$ cat config.mk
export PLATFORM = sky130hd
export DESIGN_NAME = mc_cpu_core
export DESIGN_NICKNAME = d
export VERILOG_FILES = /design/src/rtl/mc_cpu_pkg.sv /design/src/rtl/mc_regbank.sv /design/src/rtl/mc_cpu_core.sv
export SDC_FILE = /design/constraint.sdc
export NUM_CORES = 2
export LEC_CHECK = 0
export CAP_MARGIN = 20
export CORE_UTILIZATION = 25
export CTS_CLUSTER_DIAMETER = 60
export CTS_CLUSTER_SIZE = 16
export DETAILED_ROUTE_END_ITERATION = 12
export GPL_ROUTABILITY_DRIVEN = 0
export HOLD_SLACK_MARGIN = 0.1
export PLACE_DENSITY_LB_ADDON = 0.2
export SLEW_MARGIN = 10
export SYNTH_ARGS = -nofsm -noshare
export SYNTH_HDL_FRONTEND = slang
export SYNTH_SLANG_ARGS = --single-unit
$ cat constraint.sdc
create_clock -name clk -period 40.8 [get_ports clk]
set_input_delay 8.16 -clock clk [delete_from_list [all_inputs] [get_ports clk]]
set_output_delay 8.16 -clock clk [all_outputs]
set_load 0.05 [all_outputs]
$ cat src/rtl/mc_cpu_pkg.sv
// Shared definitions for the multicycle CPU core: opcodes, function codes, FSM states, ALU ops.
package mc_cpu_pkg;

  localparam logic [5:0] OP_RTYPE = 6'h00;
  localparam logic [5:0] OP_ADDI  = 6'h08;
  localparam logic [5:0] OP_LW    = 6'h23;
  localparam logic [5:0] OP_SW    = 6'h2B;
  localparam logic [5:0] OP_BEQ   = 6'h04;
  localparam logic [5:0] OP_BNE   = 6'h05;
  localparam logic [5:0] OP_J     = 6'h02;
  localparam logic [5:0] OP_HALT  = 6'h3F;

  localparam logic [5:0] FN_ADD = 6'h20;
  localparam logic [5:0] FN_SUB = 6'h22;
  localparam logic [5:0] FN_AND = 6'h24;
  localparam logic [5:0] FN_OR  = 6'h25;
  localparam logic [5:0] FN_SLT = 6'h2A;

  typedef enum logic [2:0] {FETCH, DECODE, EXEC, MEM, WB, HALT} state_t;
  typedef enum logic [2:0] {ALU_ADD, ALU_SUB, ALU_AND, ALU_OR, ALU_SLT} alu_op_t;

  // HALT is decoded separately, so it is not counted as legal here.
  function automatic logic is_legal(input logic [5:0] op, input logic [5:0] fn);
    case (op)
      OP_RTYPE: return fn inside {FN_ADD, FN_SUB, FN_AND, FN_OR, FN_SLT};
      OP_ADDI, OP_LW, OP_SW, OP_BEQ, OP_BNE, OP_J: return 1'b1;
      default: return 1'b0;
    endcase
  endfunction

  function automatic alu_op_t alu_decode(input logic [5:0] op, input logic [5:0] fn);
    alu_op_t sel;
    sel = ALU_ADD;
    if (op == OP_RTYPE) begin
      case (fn)
        FN_SUB:  sel = ALU_SUB;
        FN_AND:  sel = ALU_AND;
        FN_OR:   sel = ALU_OR;
        FN_SLT:  sel = ALU_SLT;
        default: sel = ALU_ADD;
      endcase
    end
    return sel;
  endfunction

endpackage

$ cat src/rtl/mc_regbank.sv
// Register bank: NUM_REGS x 32, two async read ports, one sync write port, R0 reads 0.
// Latency: reads combinational, write visible the cycle after we.
// Backpressure: none; a write is taken whenever we=1.
module mc_regbank #(
  parameter int NUM_REGS = 32
) (
  input  logic                        clk,
  input  logic                        reset,
  input  logic [$clog2(NUM_REGS)-1:0] ra1,
  output logic [31:0]                 rd1,
  input  logic [$clog2(NUM_REGS)-1:0] ra2,
  output logic [31:0]                 rd2,
  input  logic                        we,
  input  logic [$clog2(NUM_REGS)-1:0] wa,
  input  logic [31:0]                 wd
);

  logic [31:0] regs [NUM_REGS];

  always_ff @(posedge clk or posedge reset) begin
    if (reset) begin
      for (int i = 0; i < NUM_REGS; i++) regs[i] <= '0;
    end else if (we && (wa != '0)) begin
      regs[wa] <= wd;
    end
  end

  assign rd1 = (ra1 == '0) ? '0 : regs[ra1];
  assign rd2 = (ra2 == '0) ? '0 : regs[ra2];

endmodule

$ cat src/rtl/mc_cpu_core.sv
// Multicycle MIPS-subset core on one shared req/ready memory port; OVERFLOW_TRAP_EN adds overflow traps to EXC_VEC.
// Latency: R/addi 4, lw 5, sw 4, beq/bne/j 3 cycles at zero wait.
// Backpressure: FETCH and MEM hold req/addr/we/wdata stable and stall until mem_ready.
module mc_cpu_core
  import mc_cpu_pkg::*;
#(
  parameter int                ADDR_W   = 32,
  parameter int                NUM_REGS = 32,
  parameter logic [ADDR_W-1:0] RESET_PC = '0,
  parameter logic [31:0]       EXC_VEC  = 32'h80
) (
  input  logic              clk,
  input  logic              reset,
  output logic              mem_req,
  output logic              mem_we,
  output logic [ADDR_W-1:0] mem_addr,
  output logic [31:0]       mem_wdata,
  input  logic [31:0]       mem_rdata,
  input  logic              mem_ready,
  output logic              halted,
  output logic              illegal,
  output logic [ADDR_W-1:0] pc_dbg
);

  localparam int RW = $clog2(NUM_REGS);

  state_t            state, state_nxt;
  logic [ADDR_W-1:0] pc;
  logic [31:0]       ir, mdr, a, b, alu_out;
  logic              illegal_q;

  logic [5:0]    op, fn;
  logic [31:0]   imm_sext, pc_ext, jmp_tgt, opb, alu_res, rs_dat, rt_dat, wb_dat;
  logic [RW-1:0] wb_idx;
  logic          legal, rf_we;
  alu_op_t       alu_op;

  assign op       = ir[31:26];
  assign fn       = ir[5:0];
  assign imm_sext = {{16{ir[15]}}, ir[15:0]};
  assign pc_ext   = 32'(pc);
  assign jmp_tgt  = {pc_ext[31:28], ir[25:0], 2'b00};
  assign legal    = is_legal(op, fn);
  assign alu_op   = alu_decode(op, fn);
  assign opb      = (op == OP_RTYPE) ? b : imm_sext;

  always_comb begin
    alu_res = a + opb;
    case (alu_op)
      ALU_SUB: alu_res = a - opb;
      ALU_AND: alu_res = a & opb;
      ALU_OR:  alu_res = a | opb;
      ALU_SLT: alu_res = {31'd0, $signed(a) < $signed(opb)};
      default: alu_res = a + opb;
    endcase
  end

`ifdef OVERFLOW_TRAP_EN
  logic              alu_ovf, ovf_q;
  logic [ADDR_W-1:0] epc;
  logic              unused_epc;

  always_comb begin
    alu_ovf = 1'b0;
    if (alu_op == ALU_ADD)      alu_ovf = (a[31] == opb[31]) && (alu_res[31] != a[31]);
    else if (alu_op == ALU_SUB) alu_ovf = (a[31] != opb[31]) && (alu_res[31] != a[31]);
  end

  // Overflow is latched in EXEC and acted on in WB, so a trap costs the same 4 cycles as a normal op.
  always_ff @(posedge clk or posedge reset) begin
    if (reset) begin
      ovf_q <= 1'b0;
      epc   <= '0;
    end else begin
      if (state == EXEC) ovf_q <= alu_ovf && ((op == OP_RTYPE) || (op == OP_ADDI));
      if ((state == WB) && ovf_q) epc <= pc - ADDR_W'(4);
    end
  end

  assign unused_epc = ^epc;
  assign rf_we      = (state == WB) && !ovf_q;
`else
  logic unused_exc;
  assign unused_exc = ^EXC_VEC;
  assign rf_we      = (state == WB);
`endif

  assign wb_idx = (op == OP_RTYPE) ? ir[11 +: RW] : ir[16 +: RW];
  assign wb_dat = (op == OP_LW) ? mdr : alu_out;

  mc_regbank #(.NUM_REGS(NUM_REGS)) u_rf (
    .clk   (clk),
    .reset (reset),
    .ra1   (ir[21 +: RW]),
    .rd1   (rs_dat),
    .ra2   (ir[16 +: RW]),
    .rd2   (rt_dat),
    .we    (rf_we),
    .wa    (wb_idx),
    .wd    (wb_dat)
  );

  always_ff @(posedge clk or posedge reset) begin
    if (reset) state <= FETCH;
    else       state <= state_nxt;
  end

  always_comb begin
    state_nxt = state;
    case (state)
      FETCH:  if (mem_ready) state_nxt = DECODE;
      DECODE: state_nxt = ((op == OP_HALT) || !legal) ? HALT : EXEC;
      EXEC: begin
        case (op)
          OP_RTYPE, OP_ADDI: state_nxt = WB;
          OP_LW, OP_SW:      state_nxt = MEM;
          default:           state_nxt = FETCH;
        endcase
      end
      MEM:     if (mem_ready) state_nxt = (op == OP_LW) ? WB : FETCH;
      WB:      state_nxt = FETCH;
      HALT:    state_nxt = HALT;
      default: state_nxt = FETCH;
    endcase
  end

  always_ff @(posedge clk or posedge reset) begin
    if (reset) begin
      pc        <= RESET_PC;
      ir        <= '0;
      mdr       <= '0;
      a         <= '0;
      b         <= '0;
      alu_out   <= '0;
      illegal_q <= 1'b0;
    end else begin
      case (state)
        FETCH: begin
          if (mem_ready) begin
            ir <= mem_rdata;
            pc <= pc + ADDR_W'(4);
          end
        end
        DECODE: begin
          a       <= rs_dat;
          b       <= rt_dat;
          // pc already holds PC+4 here, so this is the branch target.
          alu_out <= pc_ext + {imm_sext[29:0], 2'b00};
          if ((op != OP_HALT) && !legal) illegal_q <= 1'b1;
        end
        EXEC: begin
          case (op)
            OP_RTYPE, OP_ADDI, OP_LW, OP_SW: alu_out <= alu_res;
            OP_BEQ:  if (a == b) pc <= alu_out[ADDR_W-1:0];
            OP_BNE:  if (a != b) pc <= alu_out[ADDR_W-1:0];
            OP_J:    pc <= jmp_tgt[ADDR_W-1:0];
            default: ;
          endcase
        end
        MEM: begin
          if (mem_ready && (op == OP_LW)) mdr <= mem_rdata;
        end
        WB: begin
`ifdef OVERFLOW_TRAP_EN
          if (ovf_q) pc <= EXC_VEC[ADDR_W-1:0];
`endif
        end
        default: ;
      endcase
    end
  end

  // Reset drops the request combinationally so a pending transaction never completes.
  assign mem_req   = !reset && ((state == FETCH) || (state == MEM));
  assign mem_we    = (state == MEM) && (op == OP_SW);
  assign mem_addr  = {((state == MEM) ? alu_out[ADDR_W-1:2] : pc[ADDR_W-1:2]), 2'b00};
  assign mem_wdata = b;
  assign halted    = (state == HALT);
  assign illegal   = illegal_q;
  assign pc_dbg    = pc;

endmodule

==> impl_metrics.csv <==
group,metric,value,unit
run_status,outcome,"finished, final reports clean",
grt,wire_length_of_the_first_global_routing_pass,394800,um
critical_path,worst_ep_required_time,32640,ps
route,post_drt_via_cell_ratio,5.273,
grt,globalRouteTotalUtil,19.76,%
timing,max_freq,0.05561,GHz
timing,final_min_period_over_clock_period,44.07,%
timing,setup_viol,0,
cells_and_area,final_cell_count_no_fill,10020,
critical_path,critical_path.startpoint_type,"input pin",
route,dr_iter_0_viols,4834,
logic_synthesis,syn_area,68150,sq um
grt,overflow,0,
pwr,power_leakage,32.76,nW
logic_synthesis,post_synth_num_cell_types,97,
logic_synthesis,postSynth.asyncResetShare,100.0,%
logic_synthesis,synth_enable_flop_cells,0,
cells_and_area,final_nets,6511,
route,dr.pass1.iters,7,
clocking,postCtsHoldBufs,0,
route,detail_route.drc_violations,0,
timing,timing.max_slew.rel_slack,18.83,%
cells_and_area,layout.cells.most_common,"dfrtp_1",
logic_synthesis,syn_avg_cell_area,10.42,sq um
logic_synthesis,synth_seq_cells,1220,
logic_synthesis,share_of_synthesized_area_occupied_by_flip_flops_and_latches,44.79,%
route,number_of_vias_in_the_routed_layout,52820,
grt,antenna_found_initial,8,
clocking,cts_setup_buffers,0,
floorplanning,pin_count,135,
clocking,cts_inserted_buffers,117,
logic_synthesis,synth-simple-area-share,10.53,%
clocking,tritoncts_num_sinks,1220,
floorplanning,initial_core_utilization,25.15,%
placed_design,placement.io_buffers,132,
placed_design,dp.final_hpwl,174900,um
hold_path,hold_class,"reg -> reg",
clocking,cts_tree,"done",
cells_and_area,drive_above_1_share,17.42,%
logic_synthesis,synth_cells,6541,
route,avgRoutedWirePerCell,27.33,um
timing,timing.final.crit_period,17980,ps
timing,hold_violations,0,
hold_path,holdPathStages,0,
timing,final.setup.tns,0,ps
pwr,p_per_area,90.40,nW/um^2
logic_synthesis,synth-main-ff-cell,"dfrtp_1",
timing,final.setup_skew,34.53,ps
cells_and_area,final_cell_mix,"dfrtp_1, nand2_1, a21oi_1, nor2_1, mux4_2",
timing,timing.final.max_slew_violations,0,
floorplanning,dieArea,274700,sq um
route,drt-total-wl,273800,um
critical_path,cell_depth_of_the_worst_flop_to_flop_path,18,
floorplanning,fp.dieW,524.1,um
critical_path,crit_arrival,9820,ps
route,ant_nets,0,
placed_design,post-place-cells,9784,
logic_synthesis,synthDominantAreaCellType,"dfrtp_1",
flow_run,drv_cap,0,
grt,grt_pass1_vias,51790,
pwr,vdd_ir_drop_max,48.24,uV
critical_path,crit_path_max_fanout,2,
timing,grt_setup_unrepaired,"no",
cells_and_area,syn2layout_area_growth,14.17,%
timing,worst_pin_slew,1214,ps
clocking,ctsRootBufferMaster,"clkbuf_16",
floorplanning,std_cell_rows,191,
logic_synthesis,synth_top_family_by_area,"multiplexers",
logic_synthesis,netlist_top_cells_area,"dfrtp_1, mux4_2, a21oi_1",
critical_path,crit_type,"in -> out",
logic_synthesis,share_of_the_synthesized_area_in_the_top_cell_type,44.79,%
clocking,clk_latency,800,ps
clocking,cts_htree_levels,3,
logic_synthesis,synthAdderAreaFrac,2.420,%
grt,grt_max_degree,102,
floorplanning,fp.dieH,524.1,um
cells_and_area,n_fill_cell,28190,
critical_path,worst_setup_path_end_kind,"output pin",
floorplanning,floorplan.core_area,271000,sq um
clocking,cts.reportedPaths.clkPinSlew,80,ps
clocking,cts.repair.resized,0,
logic_synthesis,count_of_synthesis_stage_warnings_from_yosys,0,
logic_synthesis,synthMuxAreaShare,21.22,%
logic_synthesis,synth_compound_gate_area_share,15.56,%
clocking,clock_tree.buffer_depth,3,
logic_synthesis,synth_xor_area_share,1.105,%
-- kinds of logic after synthesis --
kind of cell,count (synthesis)
simple gates,1722
xor+xnor,86
buf+inv,727
flops,1220
compound gates,1840
other cells,1
mux,815
fa+ha+maj,130
-- layer usage --
layer	GRT usage, %	part of all wire [%]	up-vias
li1	-	-	23350
met1	27.09	44	27300
met2	32.47	47	1798
met3	2.351	5.7	373
met4	6.167	3.1	2
met5	0	0.0069	-
-- flip-flops by register name (all words and copies together), names as in the netlist --
| name | cells |
|---|---|
| state | 3 |
| u_rf.regs | 1024 |
| illegal | 1 |
| mdr | 32 |
| a | 32 |
| pc_dbg | 32 |
| mem_wdata | 32 |
| ir | 32 |
| alu_out | 32 |
-- layout make-up --
type | instances | area [sq um] | area share [%]
Antenna cell | 2 | 5.005 | 0.006432
Clock buffer | 145 | 3184 | 4.092
Clock inverter | 73 | 972.2 | 1.249
Inverter | 112 | 424.2 | 0.5451
Multi-Input combinational cell | 4595 | 35230 | 45.27
Sequential cell | 1220 | 30570 | 39.29
Tap cell | 3570 | 4467 | 5.741
Timing Repair Buffer | 300 | 2962 | 3.806
-- through the flow --
stage | instance area [sq um] | power [mW] | hold WS (ps) | setup WS (ps) | util [%]
finish | 77810 | 7.034 | 400.9 | 22820 | 28.71
global route | 77810 | 7.421 | 409.5 | 22800 | 28.71
CTS | 77520 | 7.021 | 401.6 | 22820 | 28.61
detailed placement | 73360 | 5.794 | 384.6 | 22820 | 27.07
global placement | 73210 | 5.737 | 376.5 | 22870 | 27.01
floorplan | 68160 | 4.447 | 441.3 | 15780 | -
-- cells in the mapped netlist (10+ instances only) --
master / count
nand2_1: 831
or3_1: 13
o211ai_1: 33
mux4_2: 490
a211oi_1: 29
buf_1: 43
inv_1: 111
o22ai_1: 70
nand3_1: 46
buf_2: 163
a22o_1: 49
and3_1: 10
a221oi_1: 47
nor2b_1: 16
ha_1: 127
and2_1: 11
o221ai_1: 46
xnor2_1: 37
o21a_1: 14
dfrtp_1: 1220
nor2_4: 12
mux2i_1: 197
o21bai_1: 19
xor2_1: 49
nor2_1: 638
a21oi_1: 665
clkbuf_1: 399
o31ai_1: 16
nand2b_1: 29
nor3_1: 40
a21o_1: 44
mux2_2: 127
o21ai_1: 268
nor4_1: 20
a31oi_1: 23
nand4_1: 11
o21ai_0: 446
-- worst paths after layout --
path / endpoint / startpoint / slack, ps
min in group asynchronous: mdr[28]$_DFFE_PP0P_ / reset / 7830
max in group asynchronous: u_rf.regs[364]$_DFFE_PP0P_ / reset / 29320
max: mem_req / reset / 22820
min: u_rf.regs[1005]$_DFFE_PP0P_ / u_rf.regs[1005]$_DFFE_PP0P_ / 400
max reg2reg: alu_out[30]$_DFFE_PP0P_ / ir[30]$_DFFE_PP0P_ / 34340
min reg2reg: u_rf.regs[1005]$_DFFE_PP0P_ / u_rf.regs[1005]$_DFFE_PP0P_ / 400
-- worst max-delay path, cell delays in order --
cell and delay, ps:
clkdlybuf4s50_1 460, nor4_1 330, clkdlybuf4s50_1 860
-- power by group --
part	leakage, nW	total (mW)	internal (mW)	switching (mW)
clock network	2.01	1.21	0.652	0.556
logic	14.6	3.68	1.46	2.21
registers	16.2	2.15	1.64	0.507
No activity file was read; power rests on OpenSTA's default activity.
